File: config.mk
export PLATFORM = sky130hd
export DESIGN_NAME = dds_key_ctrl
export DESIGN_NICKNAME = d
export VERILOG_FILES = /design/src/rtl/dds_key_ctrl.sv
export SDC_FILE = /design/constraint.sdc
export NUM_CORES = 1
export LEC_CHECK = 0
export CORE_MARGIN = 2
export CORE_UTILIZATION = 45
export DETAILED_ROUTE_END_ITERATION = 10
export GPL_TIMING_DRIVEN = 0
export PLACE_DENSITY_LB_ADDON = 0.05
export SYNTH_ARGS = -nofsm -noshare
export SYNTH_HDL_FRONTEND = slang
export SYNTH_SLANG_ARGS = --single-unit
export TNS_END_PERCENT = 20
File: constraint.sdc
create_clock -name sys_clock -period 6.6 [get_ports sys_clock]
set_clock_uncertainty 0.1 [all_clocks]
set_input_delay 0.66 -clock sys_clock [delete_from_list [all_inputs] [get_ports sys_clock]]
set_output_delay 0.66 -clock sys_clock [all_outputs]
set_load 0.03 [all_outputs]
File: src/rtl/dds_key_ctrl.sv
// DDS front-panel key controller: turns debounced key pulses into
// waveform/frequency config updates offered over valid/ready.
module dds_key_ctrl #(
  parameter int              FW_W    = 32,
  parameter logic [FW_W-1:0] FW_INIT = 32'd85_899,
  parameter logic [FW_W-1:0] FW_MIN  = 32'd859,
  parameter logic [FW_W-1:0] FW_MAX  = 32'd858_993_459,
  parameter logic [FW_W-1:0] STEP0   = 32'd859,
  parameter logic [FW_W-1:0] STEP1   = 32'd8_590,
  parameter logic [FW_W-1:0] STEP2   = 32'd85_899,
  parameter logic [FW_W-1:0] STEP3   = 32'd858_993
) (
  input  logic            sys_clock,
  input  logic            sys_rst,
  input  logic [3:0]      key_flag,
  input  logic            cfg_ready,
  output logic            cfg_valid,
  output logic [1:0]      cfg_wave,
  output logic [FW_W-1:0] cfg_freq,
  output logic [1:0]      step_idx,
  output logic            busy,
  output logic            key_drop
);

  typedef enum logic [1:0] {
    S_BOOT,
    S_IDLE,
    S_SEND
  } state_t;

  state_t          state_q;
  logic [3:0]      pend_q, pend_d;
  logic [3:0]      grant;
  logic            drop_q, drop_d;
  logic            valid_q;
  logic [1:0]      wave_q;
  logic [1:0]      step_q;
  logic [FW_W-1:0] freq_q;
  logic [FW_W-1:0] step_v;
  logic [FW_W:0]   sum;
  logic [FW_W:0]   lim;
  logic [FW_W-1:0] up_v;
  logic [FW_W-1:0] dn_v;

  always_comb begin
    grant = 4'b0;
    // lowest set pending bit wins
    if (state_q == S_IDLE)
      grant = pend_q & (~pend_q + 4'd1);
    pend_d = (pend_q & ~grant) | key_flag;
    drop_d = |(key_flag & pend_q & ~grant);
    step_v = STEP0;
    unique case (step_q)
      2'd0: step_v = STEP0;
      2'd1: step_v = STEP1;
      2'd2: step_v = STEP2;
      2'd3: step_v = STEP3;
      default: step_v = STEP0;
    endcase
    sum  = {1'b0, freq_q} + {1'b0, step_v};
    lim  = {1'b0, FW_MIN} + {1'b0, step_v};
    up_v = (sum > {1'b0, FW_MAX}) ? FW_MAX
                                  : sum[FW_W-1:0];
    dn_v = ({1'b0, freq_q} < lim) ? FW_MIN
                                  : freq_q - step_v;
  end

  always_ff @(posedge sys_clock) begin
    if (sys_rst) begin
      state_q <= S_BOOT;
      pend_q  <= 4'b0;
      drop_q  <= 1'b0;
      valid_q <= 1'b0;
      wave_q  <= 2'd0;
      step_q  <= 2'd0;
      freq_q  <= FW_INIT;
    end else begin
      pend_q <= pend_d;
      drop_q <= drop_d;
      unique case (state_q)
        S_BOOT: begin
          state_q <= S_SEND;
          valid_q <= 1'b1;
        end
        S_IDLE: begin
          unique case (1'b1)
            grant[0]: begin
              wave_q  <= wave_q + 2'd1;
              valid_q <= 1'b1;
              state_q <= S_SEND;
            end
            grant[1]: begin
              freq_q  <= up_v;
              valid_q <= 1'b1;
              state_q <= S_SEND;
            end
            grant[2]: begin
              freq_q  <= dn_v;
              valid_q <= 1'b1;
              state_q <= S_SEND;
            end
            grant[3]: step_q <= step_q + 2'd1;
            default: ;
          endcase
        end
        S_SEND: begin
          if (cfg_ready) begin
            valid_q <= 1'b0;
            state_q <= S_IDLE;
          end
        end
        default: state_q <= S_BOOT;
      endcase
    end
  end

  assign cfg_valid = valid_q;
  assign cfg_wave  = wave_q;
  assign cfg_freq  = freq_q;
  assign step_idx  = step_q;
  assign key_drop  = drop_q;
  assign busy      = (state_q != S_IDLE);

endmodule

==> results of run 1 <==
==> final timing paths <==
| kind | end | depth (start not counted) | from |
|---|---|---|---|
| worst min register to register | cfg_valid | 2 | cfg_valid |
| worst max-delay path | cfg_freq[20] | 18 | step_idx[0] |
| worst max register to register | cfg_freq[20] | 18 | step_idx[0] |
| worst min-delay path | cfg_valid | 2 | cfg_valid |
==> sequential cells by signal (all words and copies together), names as in the netlist <==
| register | count |
|---|---|
| cfg_freq | 32 |
| pend_q | 4 |
| cfg_wave | 2 |
| state_q | 2 |
| step_idx | 2 |
| cfg_valid | 1 |
| key_drop | 1 |
==> routing by layer <==
layer / GRT usage [%] / up-vias
met2: 52.1 / 371
met1: 43.8 / 3051
met4: 12.7 / 0
met5: 0 / -
li1: - / 3018
met3: 5.14 / 60
==> repair_timing <==
item / CTS / global route
resized for setup: 0 / 3
endpoints found under the setup margin: 0 / 27
buffers inserted: 0 / 0
==> power by group through the flow <==
stage,Clock [mW],Combinational (mW),Sequential (mW)
after floorplan,0,0.0978,0.300
after global placement,0,0.157,0.289
after detailed placement,0,0.159,0.289
after CTS,0.315,0.159,0.283
after global routing,0.323,0.177,0.285
final,0.309,0.164,0.283
==> cell type report <==
type,instances,area (um2),area share [%]
Sequential cell,44,881,13.5
Tap cell,172,215,3.30
Multi-Input combinational cell,652,4400,67.6
Clock inverter,3,46.3,0.711
Clock buffer,5,125,1.92
Inverter,42,158,2.42
Timing Repair Buffer,44,440,6.76
Buffer,51,245,3.77
==> per-stage QoR <==
stage                     hold slack [ns]  setup WS (ns)  power [mW]  cell area [um2]  utilization [%]
final                               0.386          0.300       0.756             6510             52.2
after global routing                0.413         0.0788       0.785             6510             52.2
after CTS                           0.389         0.0751       0.757             6500             52.1
after detailed placement            0.378         0.0708       0.448             6330             50.7
after global placement              0.365         0.0769       0.446             6330             50.7
after floorplan                     0.384           1.57       0.398             5670                -
==> cells by family (layout without fill, tap and decap cells) <==
| logic type | count (synthesis) | count (layout) |
|---|---|---|
| mux | 6 | 6 |
| simple gates | 298 | 298 |
| buf+inv | 93 | 145 |
| fa+ha+maj | 56 | 56 |
| compound gates | 269 | 269 |
| flops | 44 | 44 |
| xor+xnor | 23 | 23 |
==> worst min-delay path, cell delays in order, from the launching register on <==
cell,delay [ns]
dfxtp_1,0.31
o21ai_0,0.07
a21oi_1,0.06
==> layout by cell type (no fill, tap or decap), types with 5 or more instances in the layout <==
cell	count
a211oi_1	14
a21o_1	19
a21oi_1	51
a221oi_1	7
a22oi_1	6
a311oi_1	8
a31oi_1	16
and2_1	6
and3_1	9
buf_2	13
clkbuf_1	29
clkbuf_16	5
clkdlybuf4s50_1	44
dfxtp_1	44
ha_1	53
inv_1	41
mux2i_1	5
nand2_1	63
nand2b_1	11
nand3_1	37
nand4_1	5
nor2_1	82
nor2b_1	11
nor3_1	30
nor4_1	5
o211ai_1	12
o21a_1	8
o21ai_0	45
o21bai_1	7
or2_2	9
or3_1	5
xnor2_1	17
xor2_1	6
==> run_results.csv, run 1 <==
group,metric,value,unit
cts,cts.root.buffer_cell,"clkbuf_16",
critical_path,required_arrival_time_at_the_worst_endpoint,6.63,ns
synth,synth_enable_flop_cells,0,
grt,grt_antenna_before_repair,0,
sta,timing.slew.headroom,23.7,%
sta,tightestPinTransition,1.14,ns
power_and_ir_drop,clock_power_share,40.9,%
run,maxCapViolCount,0,
critical_path,worst_setup_path_category,"register to register",
synth,yosys.area.top_type,"dfxtp_1",
route,vias,6500,
grt,first_global_vias,5993,
synth,synthesis.area,5670,um2
synth,synth-warning-count,0,
synth,synth.most_common_cell,"nor2_1",
grt,pin_count_of_the_biggest_net_entering_global_routing,16,
placement,gpl.final_weighted_congestion,0.970,
power_and_ir_drop,sw_pwr,242,uW
route,route.detailed.vias_per_inst,6.42,
grt,groute.usage.overall,32.5,%
sta,maxClockFrequency,159,MHz
critical_path,worst-endpoint-arrival,6.33,ns
cts,clkSinkCount,44,
route,drtPass1Iterations,6,
route,totalWireLength,21.9,mm
synth,synth.ff_latch_count,44,
route,dr_wl_met2,9.75,mm
placement,port_buffers,44,
layout,numnets_final,903,
sta,layout_min_cycle_time,6.30,ns
layout,antenna-diode-count,0,
cts,tritoncts,"done",
critical_path,path_max_fanout,10,
sta,grt_setup_unrepaired,"false",
synth,synth_top_family_by_area,"compound AO/OA/AOI/OAI gates",
layout,proportion_of_layout_cells_with_a_drive_suffix_above_1,7.73,%
cts,cts-htree-levels,2,
route,first_iter_violations,799,
critical_path,worst-path-buf-inv,3,
power_and_ir_drop,p_sw_share,32.0,%
floorplanning,fp.dieW,116,um
hold_path,hold_class,"register to register",
power_and_ir_drop,worst_ir_drop_on_vdd,0.000132,V
synth,yosys-mux-area-fraction,1.08,%
cts,clk_transition_reported_paths,0.07,ns
synth,synth-compound-area-share,33.8,%
synth,post-synth-top-area-fraction,15.5,%
layout,final.fill_count,1284,
power_and_ir_drop,pwr_per_cell_area,116,nW/um2
route,routed_wire_length_per_instance,21.6,um
critical_path,reg2reg_setup_slack,0.30,ns
cts,cts.path.max_buffers,2,
sta,timing_hold_violations_final,0,
power_and_ir_drop,p_leak,2.53,nW
placement,post-dp-hpwl,16.6,mm
critical_path,master_of_the_slowest_instance_on_the_critical_path,"a21oi_2",
critical_path,critical_path.startpoint_type,"register",
route,drt_drc_violations_left,0,
synth,syn_nets,852,
floorplanning,pin_count,46,
route,dr.max_layer_used,"met4",
sta,layout_worst_path_cycle_share,95.5,%
synth,simple_gate_area_share_of_the_yosys_netlist,26.3,%
power_and_ir_drop,cell_internal_pwr,514,uW
layout,syn2layout_area_growth,14.9,%
critical_path,timing.critical_path.cells,"ha_2 > inv_1 > ha_1 > nor2_1 > inv_1 > ha_1 > buf_2 > a2bb2oi_1 > o211a_1 > a211oi_4 > or3_1 > a222oi_1 > nand4_1 > nor4b_2 > o21ai_2 > and2_4 > a21oi_2 > a221oi_1",
critical_path,worstSetupEndpointType,"register",
synth,synth.cells.most_frequent,"82 x nor2_1, 63 x nand2_1, 54 x ha_1, 51 x a21oi_1, 45 x o21ai_0",
cts,postCtsHoldBufs,0,
route,met1_length,9.11,mm
floorplanning,starting_utilization_of_the_core_area,45.5,%
route,ant_nets,0,
synth,synth_cell_types,87,
synth,synthesized_area_fraction_occupied_by_adder_cells,12.6,%
sta,final.setup.tns,0,ns
route,wl_met3,2.20,mm
grt,grt_pass1_wl,33.2,mm
synth,parity_gate_share_of_the_synthesized_area_counting_xor_and_xnor_cells,3.55,%
floorplanning,core-area,12500,um2
outcome,status,"finished clean",
synth,synthesis.instances,789,
synth,synth-async-reset-ratio,0,%
cts,clkLatencyLatePin,0.31,ns
cts,inserted_clock_buffers,5,
floorplanning,floorplan.die.height,116,um
floorplanning,die-area,13500,um2
grt,globalRouteOverflowTotal,0,
synth,ys_dominant_reg_cell,"dfxtp_1",
sta,final-setup-viol-count,0,
critical_path,path_delay_family,"compound AO/OA/AOI/OAI gates",
synth,syn_area_per_cell,7.19,um2
sta,count_of_final_max_slew_check_failures,0,
power_and_ir_drop,power.share.combinational,21.7,%
critical_path,crit_path_max_incr_delay,0.60,ns
synth,post_synth_main_area_contributors,"dfxtp_1 16%, ha_1 12%, nor2_1 5.4%",
power_and_ir_drop,pwr-share-seq,37.5,%
floorplanning,floorplan.rows,41,
synth,synth-seq-area-share,15.5,%
layout,layout.cells.non_filler,1013,
placement,dp_cells,1005,
(Power assumes the default switching activity.)
==> inputs of run 2 (changes only) <==
- ABC_AREA: unset -> 1
- clock period: 6.6 -> 7.4 ns (I/O delays scaled with it)
==> run 2 against run 1 <==
Effect of this change: final area increased by 6.4%; combinational power grew 12%; worst setup slack gained 1.9 ns; maximum frequency grew 22%; largest cell class unchanged; global-route usage shrank 1.0 points; total power is 6.0% lower; routed wire length rose by 3.6%; clock-buffer cell count is the same; critical endpoint is now cfg_freq[29].
==> run_results.csv, run 2 <==
group,metric,value,unit
cts,cts.root.buffer_cell,"clkbuf_16",
cts,tritoncts,"done",
critical_path,reg2reg_setup_slack,2.25,ns
route,drtPass1Iterations,5,
critical_path,crit_path_start,"step_idx[0]",
power_and_ir_drop,clock_power_share,38.1,%
floorplanning,die-area,14500,um2
floorplanning,starting_utilization_of_the_core_area,46.0,%
critical_path,cp.depth,23,
cts,clkLatencyLatePin,0.30,ns
synth,synth-async-reset-ratio,0,%
sta,timing_hold_violations_final,0,
floorplanning,fp.dieW,120,um
critical_path,worst-path-buf-inv,5,
layout,final_common_cell,"nand2_1",
layout,final.fill_count,1480,
cts,inserted_clock_buffers,5,
critical_path,worst-endpoint-arrival,5.23,ns
critical_path,critical_path.startpoint_type,"register",
route,first_iter_violations,732,
grt,first_global_vias,6356,
cts,postCtsHoldBufs,0,
synth,synth-warning-count,0,
synth,ys_dominant_reg_cell,"dfxtp_1",
critical_path,reg2reg_depth,23,
critical_path,setup.worst_path.end,"cfg_freq[29]",
floorplanning,floorplan.die.height,120,um
sta,timing.slew.headroom,46.1,%
synth,synth-seq-area-share,14.5,%
power_and_ir_drop,p_sw_share,34.3,%
critical_path,crit_path_max_incr_delay,0.65,ns
cts,clk_transition_reported_paths,0.07,ns
grt,globalRouteOverflowTotal,0,
critical_path,critical_path.reg2reg.startpoint,"step_idx[0]",
power_and_ir_drop,worst_ir_drop_on_vdd,0.000110,V
power_and_ir_drop,pwr_per_cell_area,103,nW/um2
cts,cts.path.max_buffers,2,
floorplanning,floorplan.rows,42,
placement,port_buffers,45,
layout,final_instance_area,6930,um2
layout,layout_common_cells,"287 x nand2_1, 133 x inv_1, 108 x nor2_1",
hold_path,hold_class,"register to register",
critical_path,crit_path_frequent_cell,"nand2_1",
synth,syn_area_per_cell,5.88,um2
synth,synthesis.instances,1035,
route,drt_drc_violations_left,0,
cts,clkSinkCount,44,
route,vias,6962,
placement,dpl-instance-area,6760,um2
power_and_ir_drop,power.share.combinational,25.8,%
layout,antenna-diode-count,0,
placement,gpl.final_weighted_congestion,1.03,
sta,final.setup.tns,0,ns
critical_path,timing.critical_path.cells,"ha_1 > inv_1 > ha_1 > nor2_2 > inv_1 > ha_1 > buf_4 > clkinv_2 > nand2_1 > nor2_2 > nand2_1 > nor3_1 > nand2_1 > nand3_2 > xor2_1 > nand2_1 > nand2_1 > nand2_1 > a21oi_4 > nand2_2 > nand2_4 > buf_12 > a21oi_4",
critical_path,path_delay_family,"simple AND/OR/NAND/NOR gates",
critical_path,master_of_the_slowest_instance_on_the_critical_path,"ha_1",
sta,count_of_final_max_slew_check_failures,0,
placement,post-dp-hpwl,18.5,mm
critical_path,path_max_fanout,10,
synth,post-synth-top-area-fraction,17.7,%
synth,synth_enable_flop_cells,0,
layout,syn2layout_area_growth,13.8,%
critical_path,worst_r2r_endpoint,"cfg_freq[29]",
route,routed_wire_length_per_instance,17.9,um
sta,tightestPinTransition,0.805,ns
layout,largest_register_ff_count,32,
synth,synth.cells.most_frequent,"287 x nand2_1, 133 x inv_1, 108 x nor2_1, 84 x nand3_1, 79 x a21oi_1",
synth,post_synth_main_area_contributors,"nand2_1 18%, dfxtp_1 14%, ha_1 11%",
sta,grt_setup_unrepaired,"false",
synth,synth_cell_types,52,
critical_path,worst_setup_path_category,"register to register",
route,totalWireLength,22.7,mm
power_and_ir_drop,pwr-share-seq,36.1,%
layout,proportion_of_layout_cells_with_a_drive_suffix_above_1,7.44,%
cts,post_cts.resized_instances,0,
synth,yosys.area.top_type,"nand2_1",
sta,layout_min_cycle_time,5.15,ns
cts,cts-htree-levels,2,
floorplanning,core-area,13200,um2
sta,maxClockFrequency,194,MHz
critical_path,required_arrival_time_at_the_worst_endpoint,7.48,ns
layout,numnets_final,1150,
power_and_ir_drop,cell_internal_pwr,467,uW
route,route.detailed.vias_per_inst,5.51,
grt,groute.usage.overall,31.4,%
power_and_ir_drop,sw_pwr,244,uW
cts,post-cts-setup-buffers,0,
sta,final-setup-viol-count,0,
run,maxCapViolCount,0,
sta,layout_worst_path_cycle_share,69.6,%
outcome,status,"finished clean",
floorplanning,pin_count,46,
power_and_ir_drop,p_leak,3.37,nW
grt,grt_pass1_wl,35.2,mm
route,ant_nets,0,
grt,pin_count_of_the_biggest_net_entering_global_routing,16,
synth,syn_nets,1098,
synth,synth.ff_latch_count,44,
synth,synthesis.area,6090,um2
synth,synth.most_common_cell,"nand2_1",
grt,grt_antenna_before_repair,0,
critical_path,worstSetupEndpointType,"register",
==> run 2: changes by cell type in the layout (fill, tap and decap cells not counted), sizes merged, moves of 13 or more <==
cell	before	now
xor2	6	28
inv	43	146
xnor2	17	1
nand2	63	292
nand3	37	89
nor2	82	116
clkbuf	34	17
nor3	31	18
a21oi	54	92
a211oi	15	2
a21o	20	2
==> run 2: cell families (layout without fill, tap and decap cells) <==
family | after synthesis | count (layout) | synth area share, %
adder cells (fa/ha/maj) | 56 | 56 | 11.8
buffers and inverters | 178 | 231 | 11.9
flip-flops | 44 | 44 | 14.5
AO/OA/AOI/OAI | 184 | 184 | 18.7
XOR/XNOR | 29 | 29 | 4.30
AND/OR/NAND/NOR | 544 | 544 | 38.9
==> run 2: how the worst min path moves through the flow <==
stage,start,end,slack [ns],cells past startpoint
2_1_floorplan,pend_q[0],pend_q[0],0.38,2
3_3_place_gp,cfg_valid,cfg_valid,0.33,2
3_5_place_dp,cfg_valid,cfg_valid,0.34,2
4_1_cts,cfg_valid,cfg_valid,0.35,2
5_1_grt,cfg_valid,cfg_valid,0.37,2
6_report,cfg_valid,cfg_valid,0.34,2
==> run 2: cell type report <==
type	instances	area, um2	share of cell area, %
Clock buffer	5	125	1.81
Tap cell	176	220	3.18
Multi-Input combinational cell	813	4480	64.7
Timing Repair Buffer	45	450	6.50
Sequential cell	44	881	12.7
Buffer	32	174	2.51
Inverter	146	549	7.93
Clock inverter	3	46.3	0.668
==> run 2: power groups by stage <==
stage / Clock, mW / Combinational, mW / Sequential (mW)
after detailed placement: 0 / 0.178 / 0.262
after CTS: 0.276 / 0.180 / 0.256
after global placement: 0 / 0.179 / 0.262
final: 0.270 / 0.183 / 0.257
after floorplan: 0 / 0.112 / 0.270
after global routing: 0.283 / 0.200 / 0.258
==> run 2: through the flow <==
stage	hold slack, ns	setup slack [ns]	util, %	std cells	power [mW]
4_1_cts	0.347	2.34	52.3	1264	0.711
5_1_grt	0.367	1.88	52.3	1264	0.741
2_1_floorplan	0.378	3.43	-	1035	0.382
6_report	0.341	2.25	52.3	1264	0.711
3_5_place_dp	0.336	2.36	51.0	1256	0.440
3_3_place_gp	0.332	2.31	51.0	1256	0.440
==> run 2: worst reg2reg max path, stage by stage, from the launching register on <==
cell and delay (ns):
dfxtp_1 0.49, ha_1 0.65, inv_1 0.40, ha_1 0.32, nor2_2 0.30, inv_1 0.16
ha_1 0.29, buf_4 0.19, clkinv_2 0.14, nand2_1 0.08, nor2_2 0.15, nand2_1 0.11
nor3_1 0.14, nand2_1 0.10, nand3_2 0.13, xor2_1 0.26, nand2_1 0.08, nand2_1 0.06
nand2_1 0.08, a21oi_4 0.26, nand2_2 0.12, nand2_4 0.14, buf_12 0.21, a21oi_4 0.07
==> run 2: metal layers <==
| metal | GRT usage (%) | part of all wire, % |
|---|---|---|
| met5 | 0 | 0 |
| met4 | 5.38 | 1.1 |
| met3 | 4.43 | 8.9 |
| met2 | 48.9 | 43 |
| met1 | 46.7 | 47 |
